File: config.mk
export PLATFORM = sky130hd
export DESIGN_NAME = rgb_frame_loader_flat
export DESIGN_NICKNAME = d
export VERILOG_FILES = /design/src/rtl/rgb_frame_loader_pkg.sv /design/src/rtl/rgb_frame_loader_if.sv /design/src/rtl/rgb_frame_loader_activity_stretch.sv /design/src/rtl/rgb_frame_loader.sv /design/src/flat_wrapper.sv
export SDC_FILE = /design/constraint.sdc
export NUM_CORES = 1
export LEC_CHECK = 0
export BUFFER_PORTS_ARGS = -buffer_cell sky130_fd_sc_hd__clkbuf_2
export CELL_PAD_IN_SITES_DETAIL_PLACEMENT = 1
export CELL_PAD_IN_SITES_GLOBAL_PLACEMENT = 1
export CORE_MARGIN = 1
export CORE_UTILIZATION = 40
export DETAILED_ROUTE_END_ITERATION = 12
export PLACE_DENSITY = 0.78
export SLEW_MARGIN = 20
export SYNTH_ARGS = -nofsm -noshare
export SYNTH_HDL_FRONTEND = slang
export SYNTH_HIERARCHICAL = 1
export SYNTH_SLANG_ARGS = --single-unit
File: constraint.sdc
create_clock -name i_Clock -period 3.7 [get_ports i_Clock]
set_input_delay 0.74 -clock i_Clock [delete_from_list [all_inputs] [get_ports i_Clock]]
set_output_delay 0.74 -clock i_Clock [all_outputs]
set_load 0.01 [all_outputs]
File: src/rtl/rgb_frame_loader_pkg.sv
`default_nettype none
// ============================================================================
// Module   : rgb_frame_loader_pkg
// Purpose  : Constants, state encoding and helper functions shared by the
//            frame-buffer write side and the vga_controller read side.
// Revision : 1.0 - initial release
// ============================================================================
package rgb_frame_loader_pkg;

    localparam int DEFAULT_IMG_W      = 160;
    localparam int DEFAULT_IMG_H      = 120;
    localparam int DEFAULT_COLOR_BITS = 4;
    localparam int FRAME_PIXELS       = DEFAULT_IMG_W * DEFAULT_IMG_H;
    localparam int PIXEL_W            = 3 * DEFAULT_COLOR_BITS;

    // Loader state: which channel byte is expected next, or frame complete
    typedef enum logic [1:0] {
        RX_R = 2'd0,
        RX_G = 2'd1,
        RX_B = 2'd2,
        DONE = 2'd3
    } state_t;

    function automatic int frame_pixels(input int img_w, input int img_h);
        return img_w * img_h;
    endfunction

    function automatic int pixel_width(input int color_bits);
        return 3 * color_bits;
    endfunction

endpackage
`default_nettype wire

File: src/rtl/rgb_frame_loader_if.sv
`default_nettype none
// ============================================================================
// Module   : rgb_frame_loader_if
// Purpose  : Byte-stream input and RAM-write/status output bundle of the
//            frame loader. master = byte source / RAM side, slave = loader.
// Revision : 1.0 - initial release
// ============================================================================
interface rgb_frame_loader_if #(
    parameter int ADDR_W     = 15,
    parameter int COLOR_BITS = 4
);

    logic                      i_Rx_DV;
    logic [7:0]                i_Rx_Byte;
    logic                      i_Start;
    logic                      o_Wr_En;
    logic [ADDR_W-1:0]         o_Wr_Addr;
    logic [3*COLOR_BITS-1:0]   o_Wr_Data;
    logic                      o_Busy;
    logic                      o_Frame_Done;
    logic                      o_Sync_Err;
    logic                      o_LED_Activity;

    modport master (
        output i_Rx_DV, i_Rx_Byte, i_Start,
        input  o_Wr_En, o_Wr_Addr, o_Wr_Data, o_Busy, o_Frame_Done,
               o_Sync_Err, o_LED_Activity
    );

    modport slave (
        input  i_Rx_DV, i_Rx_Byte, i_Start,
        output o_Wr_En, o_Wr_Addr, o_Wr_Data, o_Busy, o_Frame_Done,
               o_Sync_Err, o_LED_Activity
    );

endinterface
`default_nettype wire

File: src/rtl/rgb_frame_loader_activity_stretch.sv
`default_nettype none
// ============================================================================
// Module   : activity_stretch
// Purpose  : Reloadable down-counter that stretches single-cycle pulses into
//            a HOLD_CLKS-long active level (board LED driver).
// Revision : 1.0 - initial release
// ============================================================================
module activity_stretch #(
    parameter int HOLD_CLKS = 2500000
) (
    input  logic i_Clock,
    input  logic i_Reset_n,
    input  logic i_Pulse,
    output logic o_Active
);

    // +1 so that the reload value itself always fits, even for powers of two
    localparam int c_CNT_W = $clog2(HOLD_CLKS + 1);
    localparam logic [c_CNT_W-1:0] c_RELOAD = c_CNT_W'(HOLD_CLKS);

    logic [c_CNT_W-1:0] r_cnt;

    // Reload on every pulse, otherwise count down to zero and stop
    always_ff @(posedge i_Clock or negedge i_Reset_n) begin
        if (!i_Reset_n) begin
            r_cnt <= '0;
        end else if (i_Pulse) begin
            r_cnt <= c_RELOAD;
        end else if (r_cnt != '0) begin
            r_cnt <= r_cnt - c_CNT_W'(1);
        end
    end

    assign o_Active = (r_cnt != '0);

endmodule
`default_nettype wire

File: src/rtl/rgb_frame_loader.sv
`default_nettype none
// ============================================================================
// Module   : rgb_frame_loader
// Purpose  : Packs received R,G,B bytes into pixel words and writes them to
//            the frame buffer in raster order, with frame-done tracking,
//            inter-byte timeout resync and a stretched activity LED.
// Revision : 1.0 - initial release
// ============================================================================
module rgb_frame_loader
    import rgb_frame_loader_pkg::*;
#(
    parameter int IMG_W         = DEFAULT_IMG_W,
    parameter int IMG_H         = DEFAULT_IMG_H,
    parameter int ADDR_W        = 15,
    parameter int COLOR_BITS    = DEFAULT_COLOR_BITS,
    parameter int TIMEOUT_CLKS  = 156240,
    parameter int LED_HOLD_CLKS = 2500000
) (
    input  logic              i_Clock,
    input  logic              i_Reset_n,
    rgb_frame_loader_if.slave bus
);

    localparam int c_PIX_W = pixel_width(COLOR_BITS);
    localparam logic [ADDR_W-1:0] c_LAST_ADDR = ADDR_W'(frame_pixels(IMG_W, IMG_H) - 1);
    localparam int c_TMO_W = $clog2(TIMEOUT_CLKS);
    localparam logic [c_TMO_W-1:0] c_TMO_LAST = c_TMO_W'(TIMEOUT_CLKS - 1);

    logic [1:0]            r_rst_pipe;
    logic                  w_rst_n;
    state_t                r_state, w_state_next;
    logic [ADDR_W-1:0]     r_addr, w_addr_next;
    logic [COLOR_BITS-1:0] r_red, w_red_next;
    logic [COLOR_BITS-1:0] r_green, w_green_next;
    logic [COLOR_BITS-1:0] w_chan;
    logic [c_TMO_W-1:0]    r_tmo_cnt;
    logic                  r_wr_en;
    logic [ADDR_W-1:0]     r_wr_addr;
    logic [c_PIX_W-1:0]    r_wr_data;
    logic                  r_sync_err;
    logic                  w_busy;
    logic                  w_timeout;
    logic                  w_fire;

    // Reset asserts immediately, releases two clocks after the pin deasserts
    always_ff @(posedge i_Clock or negedge i_Reset_n) begin
        if (!i_Reset_n) begin
            r_rst_pipe <= 2'b00;
        end else begin
            r_rst_pipe <= {r_rst_pipe[0], 1'b1};
        end
    end

    assign w_rst_n   = r_rst_pipe[1];
    assign w_chan    = bus.i_Rx_Byte[7 -: COLOR_BITS];
    assign w_busy    = (r_state == RX_G) || (r_state == RX_B) ||
                       ((r_state == RX_R) && (r_addr != '0));
    // A byte arriving on the expiry cycle keeps the frame alive
    assign w_timeout = w_busy && !bus.i_Rx_DV && (r_tmo_cnt == c_TMO_LAST);

    // Next state: start beats a byte, a byte beats a timeout
    always_comb begin
        w_state_next = r_state;
        w_addr_next  = r_addr;
        w_red_next   = r_red;
        w_green_next = r_green;
        w_fire       = 1'b0;
        if (bus.i_Start) begin
            w_state_next = RX_R;
            w_addr_next  = '0;
        end else if (bus.i_Rx_DV) begin
            case (r_state)
                RX_R: begin
                    w_red_next   = w_chan;
                    w_state_next = RX_G;
                end
                RX_G: begin
                    w_green_next = w_chan;
                    w_state_next = RX_B;
                end
                RX_B: begin
                    w_fire = 1'b1;
                    if (r_addr == c_LAST_ADDR) begin
                        w_addr_next  = '0;
                        w_state_next = DONE;
                    end else begin
                        w_addr_next  = r_addr + ADDR_W'(1);
                        w_state_next = RX_R;
                    end
                end
                default: begin
                    // Frame complete: bytes are ignored until re-armed
                end
            endcase
        end else if (w_timeout) begin
            w_state_next = RX_R;
            w_addr_next  = '0;
        end
    end

    // State, address and channel holding registers
    always_ff @(posedge i_Clock or negedge w_rst_n) begin
        if (!w_rst_n) begin
            r_state <= RX_R;
            r_addr  <= '0;
            r_red   <= '0;
            r_green <= '0;
        end else begin
            r_state <= w_state_next;
            r_addr  <= w_addr_next;
            r_red   <= w_red_next;
            r_green <= w_green_next;
        end
    end

    // Registered RAM write port; address/data hold between strobes
    always_ff @(posedge i_Clock or negedge w_rst_n) begin
        if (!w_rst_n) begin
            r_wr_en   <= 1'b0;
            r_wr_addr <= '0;
            r_wr_data <= '0;
        end else begin
            r_wr_en <= w_fire;
            if (w_fire) begin
                r_wr_addr <= r_addr;
                r_wr_data <= {r_red, r_green, w_chan};
            end
        end
    end

    // Idle counter: runs only mid-frame, cleared by any byte or restart
    always_ff @(posedge i_Clock or negedge w_rst_n) begin
        if (!w_rst_n) begin
            r_tmo_cnt <= '0;
        end else if (bus.i_Start || bus.i_Rx_DV || !w_busy || w_timeout) begin
            r_tmo_cnt <= '0;
        end else begin
            r_tmo_cnt <= r_tmo_cnt + c_TMO_W'(1);
        end
    end

    // Sticky resync flag, cleared only by reset or start
    always_ff @(posedge i_Clock or negedge w_rst_n) begin
        if (!w_rst_n) begin
            r_sync_err <= 1'b0;
        end else if (bus.i_Start) begin
            r_sync_err <= 1'b0;
        end else if (w_timeout) begin
            r_sync_err <= 1'b1;
        end
    end

    activity_stretch #(
        .HOLD_CLKS (LED_HOLD_CLKS)
    ) u_led_stretch (
        .i_Clock   (i_Clock),
        .i_Reset_n (w_rst_n),
        .i_Pulse   (bus.i_Rx_DV),
        .o_Active  (bus.o_LED_Activity)
    );

    assign bus.o_Wr_En      = r_wr_en;
    assign bus.o_Wr_Addr    = r_wr_addr;
    assign bus.o_Wr_Data    = r_wr_data;
    assign bus.o_Busy       = w_busy;
    assign bus.o_Frame_Done = (r_state == DONE);
    assign bus.o_Sync_Err   = r_sync_err;

endmodule
`default_nettype wire

File: src/flat_wrapper.sv
// flat-port wrapper written by rule: the top's interface ports become plain ports
module rgb_frame_loader_flat import rgb_frame_loader_pkg::*;
#(
    parameter int IMG_W         = DEFAULT_IMG_W,
    parameter int IMG_H         = DEFAULT_IMG_H,
    parameter int ADDR_W        = 15,
    parameter int COLOR_BITS    = DEFAULT_COLOR_BITS,
    parameter int TIMEOUT_CLKS  = 156240,
    parameter int LED_HOLD_CLKS = 2500000
)
  (i_Clock, i_Reset_n, bus_i_Rx_DV, bus_i_Rx_Byte, bus_i_Start, bus_o_Wr_En, bus_o_Wr_Addr, bus_o_Wr_Data, bus_o_Busy, bus_o_Frame_Done, bus_o_Sync_Err, bus_o_LED_Activity);
  rgb_frame_loader_if #(.ADDR_W(ADDR_W), .COLOR_BITS(COLOR_BITS)) bus_i ();
  input  logic i_Clock;
  input  logic i_Reset_n;
  input wire logic [$bits(bus_i.i_Rx_DV)-1:0] bus_i_Rx_DV;
  input wire logic [$bits(bus_i.i_Rx_Byte)-1:0] bus_i_Rx_Byte;
  input wire logic [$bits(bus_i.i_Start)-1:0] bus_i_Start;
  output wire logic [$bits(bus_i.o_Wr_En)-1:0] bus_o_Wr_En;
  output wire logic [$bits(bus_i.o_Wr_Addr)-1:0] bus_o_Wr_Addr;
  output wire logic [$bits(bus_i.o_Wr_Data)-1:0] bus_o_Wr_Data;
  output wire logic [$bits(bus_i.o_Busy)-1:0] bus_o_Busy;
  output wire logic [$bits(bus_i.o_Frame_Done)-1:0] bus_o_Frame_Done;
  output wire logic [$bits(bus_i.o_Sync_Err)-1:0] bus_o_Sync_Err;
  output wire logic [$bits(bus_i.o_LED_Activity)-1:0] bus_o_LED_Activity;
  assign bus_i.i_Rx_DV = bus_i_Rx_DV;
  assign bus_i.i_Rx_Byte = bus_i_Rx_Byte;
  assign bus_i.i_Start = bus_i_Start;
  assign bus_o_Wr_En = bus_i.o_Wr_En;
  assign bus_o_Wr_Addr = bus_i.o_Wr_Addr;
  assign bus_o_Wr_Data = bus_i.o_Wr_Data;
  assign bus_o_Busy = bus_i.o_Busy;
  assign bus_o_Frame_Done = bus_i.o_Frame_Done;
  assign bus_o_Sync_Err = bus_i.o_Sync_Err;
  assign bus_o_LED_Activity = bus_i.o_LED_Activity;
  rgb_frame_loader #(.IMG_W(IMG_W), .IMG_H(IMG_H), .ADDR_W(ADDR_W), .COLOR_BITS(COLOR_BITS), .TIMEOUT_CLKS(TIMEOUT_CLKS), .LED_HOLD_CLKS(LED_HOLD_CLKS)) u_core (.i_Clock(i_Clock), .i_Reset_n(i_Reset_n), .bus(bus_i));
endmodule
## Word-level counts from Yosys, hierarchy flattened

Cells that the tools add are included.

| storage, ports and cells | value |
|---|---|
| output and inout bits | 32 |
| input bits | 12 |
| bits in registers | 96 |

| operators by class | value |
|---|---|
| bitwise gates (word level) | 1 |
| mux-type cells | 18 |
| equal/unequal tests | 7 |
| add/sub/neg operators | 3 |
| reduce and logical (&&, ||, !) cells | 20 |

Operators with widths:

| operator | count |
|---|---|
| 2-to-1 mux 15 bit | 5 |
| 2-to-1 mux 22 bit | 2 |
| nonzero test 22 bit | 1 |
| subtractor 22 x 1 -> 22 bit (second input constant) | 1 |
| adder 18 x 1 -> 18 bit (second input constant) | 1 |
| == test 18 bit (second input constant) | 1 |
| 2-to-1 mux 18 bit | 1 |
| adder 15 x 1 -> 15 bit (second input constant) | 1 |
| == test 15 bit (second input constant) | 1 |
| nonzero test 15 bit | 1 |
| 2-to-1 mux 2 bit | 4 |
| case mux 2 bit (3 select lines) | 1 |
| AND reduction 3 bit | 2 |
| logical OR 1 bit | 5 |
| 2-to-1 mux 1 bit | 5 |
| != test 5 x 1 -> 1 bit (second input constant) | 1 |
| == test 2 bit (second input constant) | 2 |
| AND reduction 2 bit | 2 |
| nonzero test 2 bit | 2 |
| logical AND 1 bit | 3 |
| != test 3 x 1 -> 1 bit (second input constant) | 1 |
| nonzero test 3 bit | 1 |
| == test 2 x 1 -> 1 bit (second input constant) | 1 |
| zero test 1 bit | 2 |
| other kinds (2) | 2 |

## Logic depth before layout (Yosys ltp)

| logic depth | value |
|---|---|
| depth after elaboration | 8 |
| depth in mapped cells | 8 |

## Modules after synthesis

The synthesis kept the hierarchy.

By module, submodules not included:

| module | sequential area each (sq um) | area an instance (sq um) | times used | cells an instance |
|---|---|---|---|---|
| rgb_frame_loader | 1,851.8 | 3,497.1 | 1 | 365 |
| activity_stretch | 550.5 | 1,260.0 | 1 | 139 |

## Worst setup path after synthesis

Ideal clock, no wire load.

| path | value |
|---|---|
| kind | flip-flop to output port |
| start | reg u_core.u_led_stretch.r_cnt[0] |
| end | out bus_o_LED_Activity |
| setup slack | 1.595 ns |
| arrival | 1.365 ns |
| buffers on the path | 1 |
| stages on the path, launching flop included | 7 |
| data required time | 2.960 ns |
| cells stage by stage | dfrtp_1 > inv_1 > ha_1 > buf_2 > nor3b_2 > nand3_1 > nand2b_1 |

| between the ends | value |
|---|---|
| word-level cells in the longest chain between the ends | 1 |

RTL lines:

| what | line | RTL |
|---|---|---|
| start, declared | rgb_frame_loader_activity_stretch.sv:21 | `logic [c_CNT_W-1:0] r_cnt;` |
| start signal, assigned | rgb_frame_loader_activity_stretch.sv:28 | `r_cnt <= c_RELOAD;` |
| start signal, assigned | rgb_frame_loader_activity_stretch.sv:30 | `r_cnt <= r_cnt - c_CNT_W'(1);` |
| nonzero test 22 bit | rgb_frame_loader_activity_stretch.sv:34 | `assign o_Active = (r_cnt != '0);` |
| end, declared | flat_wrapper.sv:24 | `output wire logic [$bits(bus_i.o_LED_Activity)-1:0] bus_o_LED_Activity;` |

Every way passes these cells.

## Final worst setup path

Ends and elaborated chain as after synthesis.

==> key figures <==
Setup path
  – Data required, critical path: about 3.0 ns
  – Startpoint of the worst register-to-register path: u_core/u_led_stretch/r_cnt[0]
  – Critical path type: flop to output port
  – R2R depth: 7
  – Category of the worst setup path launch point: flop
  – CP Data Arrival Time: 2.14 ns
  – Reg-to-reg slack, setup: roughly 1.2 ns
  – Maximum fanout along the worst path: 10
  – Worst r2r dst: u_core/u_led_stretch/r_cnt[14]
  – Setup crit end kind: output port

Clocking
  – CTS Root Cell: sky130_fd_sc_hd__clkbuf_16
  – Clock latency at the later pin of the worst-skew pair: 0.35 ns
  – Total clock buffers created by CTS: 9
  – # clock sinks: 96
  – CTS tree: done
  – Resized Gates After CTS: 0
  – Maximum buffer depth of the clock tree: 2
  – Clock-pin slew on the worst setup and hold paths: ~0.07 ns
  – Post-CTS Hold Fix Bufs: 0
  – Post-CTS setup-driven buffer insertion count: 0
  – Maximum level of the CTS H-tree: 3

Synth
  – Fraction of synthesis flops using an asynchronous set or reset pin: 100%
  – Number of enable-type register cells in the synthesized netlist: 0
  – Post-synth top flop: sky130_fd_sc_hd__dfrtp_1
  – Adder-cell share of the synthesized area: 2.10%
  – Library cells used by synthesis: 65
  – Fraction of the mapped netlist area in simple logic gates: 26.9%
  – Dominant combinational cell family by area after synthesis: simple AND/OR/NAND/NOR gates
  – Number of flip-flops and latches in the synthesized netlist: between 90 and 100
  – Number of cells produced by synthesis: 504
  – Post-synthesis area per instance: 9.44 µm²
  – XOR/XNOR share of the synthesized area: 2.95%
  – Number of synthesis warnings: 6
  – Sequential cell area fraction in the yosys report: 50.5%
  – Compound-cell area share of the yosys netlist: 11.0%
  – Post-Syn Area: approximately 4800 µm²
  – Synth Net Count: 524
  – Multiplexer share of the synthesized area: 2.52%

Timing
  – Slew at the pin with the worst max-slew slack: 1.06 ns
  – Final period demand of the worst path: 2.88 ns
  – Worst Clk Skew: around 0.011 ns
  – Number of max-slew violations in the final report: 0
  – Final setup TNS: 0 ns
  – Relative slew slack: roughly 29%
  – Fin. Hold Viols: 0
  – Least setup slack across all paths after layout: 0.824 ns
  – RSZ-0062 raised after global routing: false
  – Share of the cycle needed by the critical path after routing: 77.7%
  – Maximum clock frequency: 348 MHz
  – Final-report setup violation count: 0

Drt
  – Total via count after detailed routing: between 3000 and 4000
  – Total wire length after detailed routing: 11.7 mm
  – DRC violation count after routing: 7
  – Starting DRC count in detailed routing: 150
  – Detailed-route vias per instance: about 5.7
  – Wire length per cell: 17.1 µm
  – First-pass iteration count of the detailed router: 8
  – Remaining number of nets flagged by the antenna check after routing: 0

Pwr
  – Reported leakage power: 2.40 nW
  – Maximum vdd drop: about 0.24 mV
  – P_sw: between 500 and 600 µW
  – Clock share of power: a little over two fifths
  – Switching power share of the total: approximately a quarter
  – Combinational group share of total power: 9.1%
  – Pwr/cell area: 443 nW/µm²
  – Cell internal pwr: between 1.5 and 2 mW
  – Sequential cell fraction of total power: 48.7%

Cells and area
  – Commonest cells after routing, fill and taps aside: sky130_fd_sc_hd__nand2_1 (101), sky130_fd_sc_hd__dfrtp_1 (95), sky130_fd_sc_hd__clkbuf_2 (39)
  – Layout cell share with drive strength beyond 1: 16.4%
  – Total Nets Final: 557
  – Combined area of the multi-input logic cells: 2160 µm²
  – Signed area change from the synthesized netlist to the final layout: 13.6%
  – Sequential Area: 2410 µm²
  – Final cell area excluding filler cells: between 5000 and 6000 µm²
  – Number of antenna diodes: 0
  – Leading cell type in the layout, fill and taps excluded: sky130_fd_sc_hd__nand2_1
  – Fillcell total: roughly 1300

Placement
  – Placed instance area: 5060 µm²
  – Worst slack after detailed placement: about 1.0 ns
  – HPWL after detailed placement: 8.04 mm
  – Number of buffers added on ports: 39
  – Final GP Congestion: 0.794

Global routing
  – Antenna violations before repair: 0
  – First-pass GRT wire length: 20.3 mm
  – Number of global-route vias before repair: roughly 4000
  – Gr usage total: 20.5%
  – Global-route congestion overflow total: 0
  – Maximum number of pins on one net before global-route repair: 84

Floorplan
  – DIE HEIGHT: about 110 µm
  – IO Pins: 44
  – # rows: 39
  – Initial core utilization: 41.3%
  – Die width: 111 µm
  – Total Die Area: 12300 µm²
  – Area of the core: 11500 µm²

Min path
  – Type of the most critical hold path: input port to async pin

Status
  – Violations in the final reports: design-rule violations
  – Outcome: finished, violations left

Flow run
  – Max-cap check violation count: 0
[through the flow]
stage                     util [%]  power [mW]  hold WS, ns  std cells
after floorplan                  -        1.31        0.331        504
after global placement        43.9        1.38        0.339        668
after detailed placement      43.9        1.40        0.344        668
after CTS                     46.7        2.42        0.153        684
after global routing          46.9        2.49        0.153        685
final                         46.9        2.39        0.167        685
[metal layers]
| layer | vias up | track usage (%) | wire (µm) |
|---|---|---|---|
| met1 | 1975 | 26.6 | 5340 |
| met3 | 14 | 3.61 | 317 |
| li1 | 1850 | - | - |
| met5 | - | 0 | 0 |
| met2 | 59 | 34.7 | 5840 |
| met4 | 0 | 7.12 | 188 |
[cell families (layout without fill, tap and decap cells)]
logic type	Yosys count	after routing
other	1	1
AO/OA/AOI/OAI	75	75
buffers and inverters	42	80
AND/OR/NAND/NOR	255	255
adder cells (fa/ha/maj)	8	8
XOR/XNOR	16	16
flip-flops	96	96
multiplexers	11	11
[area by class of cell]
| cell class | instances | share of cell area [%] |
|---|---|---|
| clock buffers | 9 | 4.17 |
| clock inverters | 7 | 1.71 |
| inverters | 18 | 1.25 |
| multi-input cells | 366 | 40.1 |
| flip-flops and latches | 96 | 44.5 |
| well taps | 143 | 3.31 |
| repair buffers | 46 | 4.96 |
[worst max-delay path, stage by stage, from the launching register on]
cell and delay, ns:
sky130_fd_sc_hd__dfrtp_1 0.45, sky130_fd_sc_hd__inv_1 0.09, sky130_fd_sc_hd__ha_1 0.36, sky130_fd_sc_hd__nor3b_2 0.40, sky130_fd_sc_hd__nand3_1 0.16, sky130_fd_sc_hd__nand2b_1 0.20
sky130_fd_sc_hd__clkbuf_2 0.14
[registers in the layout, indices dropped and copies added (netlist names)]
name	flops
u_core/bus.o_Wr_Addr	15
u_core/r_red	4
u_core/bus.o_Sync_Err	1
u_core/r_addr	15
u_core/r_green	4
u_core/bus.o_Wr_Data	12
u_core/u_led_stretch/r_cnt	22
u_core/r_rst_pipe	2
u_core/r_tmo_cnt	18
u_core/r_state	2
u_core/bus.o_Wr_En	1
[synthesized netlist by cell type (5+ instances only)]
master,number,share of area (%)
sky130_fd_sc_hd__nand2_1,101,8.0
sky130_fd_sc_hd__dfrtp_1,96,50
sky130_fd_sc_hd__nor2_1,33,2.6
sky130_fd_sc_hd__nand3_1,28,2.9
sky130_fd_sc_hd__inv_1,18,1.4
sky130_fd_sc_hd__nor4_1,17,2.2
sky130_fd_sc_hd__a21oi_1,15,1.6
sky130_fd_sc_hd__nor3_1,15,1.6
sky130_fd_sc_hd__o21ai_0,15,1.6
sky130_fd_sc_hd__xnor2_1,12,2.2
sky130_fd_sc_hd__clkbuf_1,11,0.87
sky130_fd_sc_hd__and3_1,8,1.1
sky130_fd_sc_hd__buf_2,8,0.84
sky130_fd_sc_hd__ha_1,8,2.1
sky130_fd_sc_hd__mux2_2,8,1.9
sky130_fd_sc_hd__nand4_1,8,1.1
sky130_fd_sc_hd__o31ai_1,6,0.95
sky130_fd_sc_hd__or4_1,6,0.95
sky130_fd_sc_hd__or3_1,5,0.66
[worst max-delay path by stage]
stage | from | to | cells past startpoint
final | u_core/u_led_stretch/r_cnt[0] | bus_o_LED_Activity | 6
after global routing | u_core/u_led_stretch/r_cnt[0] | bus_o_LED_Activity | 6
after CTS | u_core/u_led_stretch/r_cnt[0] | bus_o_LED_Activity | 6
after detailed placement | bus_i_Rx_DV | u_core/r_addr[9] | 7
after global placement | bus_i_Rx_DV | u_core/r_addr[9] | 7
after floorplan | u_core/r_rst_pipe[1] | u_core/bus.o_Sync_Err | 0
[power by group through the flow]
stage               registers [mW]  clock network (mW)  logic (mW)
floorplan                     1.19                   0       0.125
global placement              1.19                   0       0.192
detailed placement            1.20                   0       0.203
CTS                           1.18                1.04       0.204
global route                  1.18                1.07       0.243
finish                        1.16                1.01       0.217
Note: power is estimated with default switching activity, not from simulation.
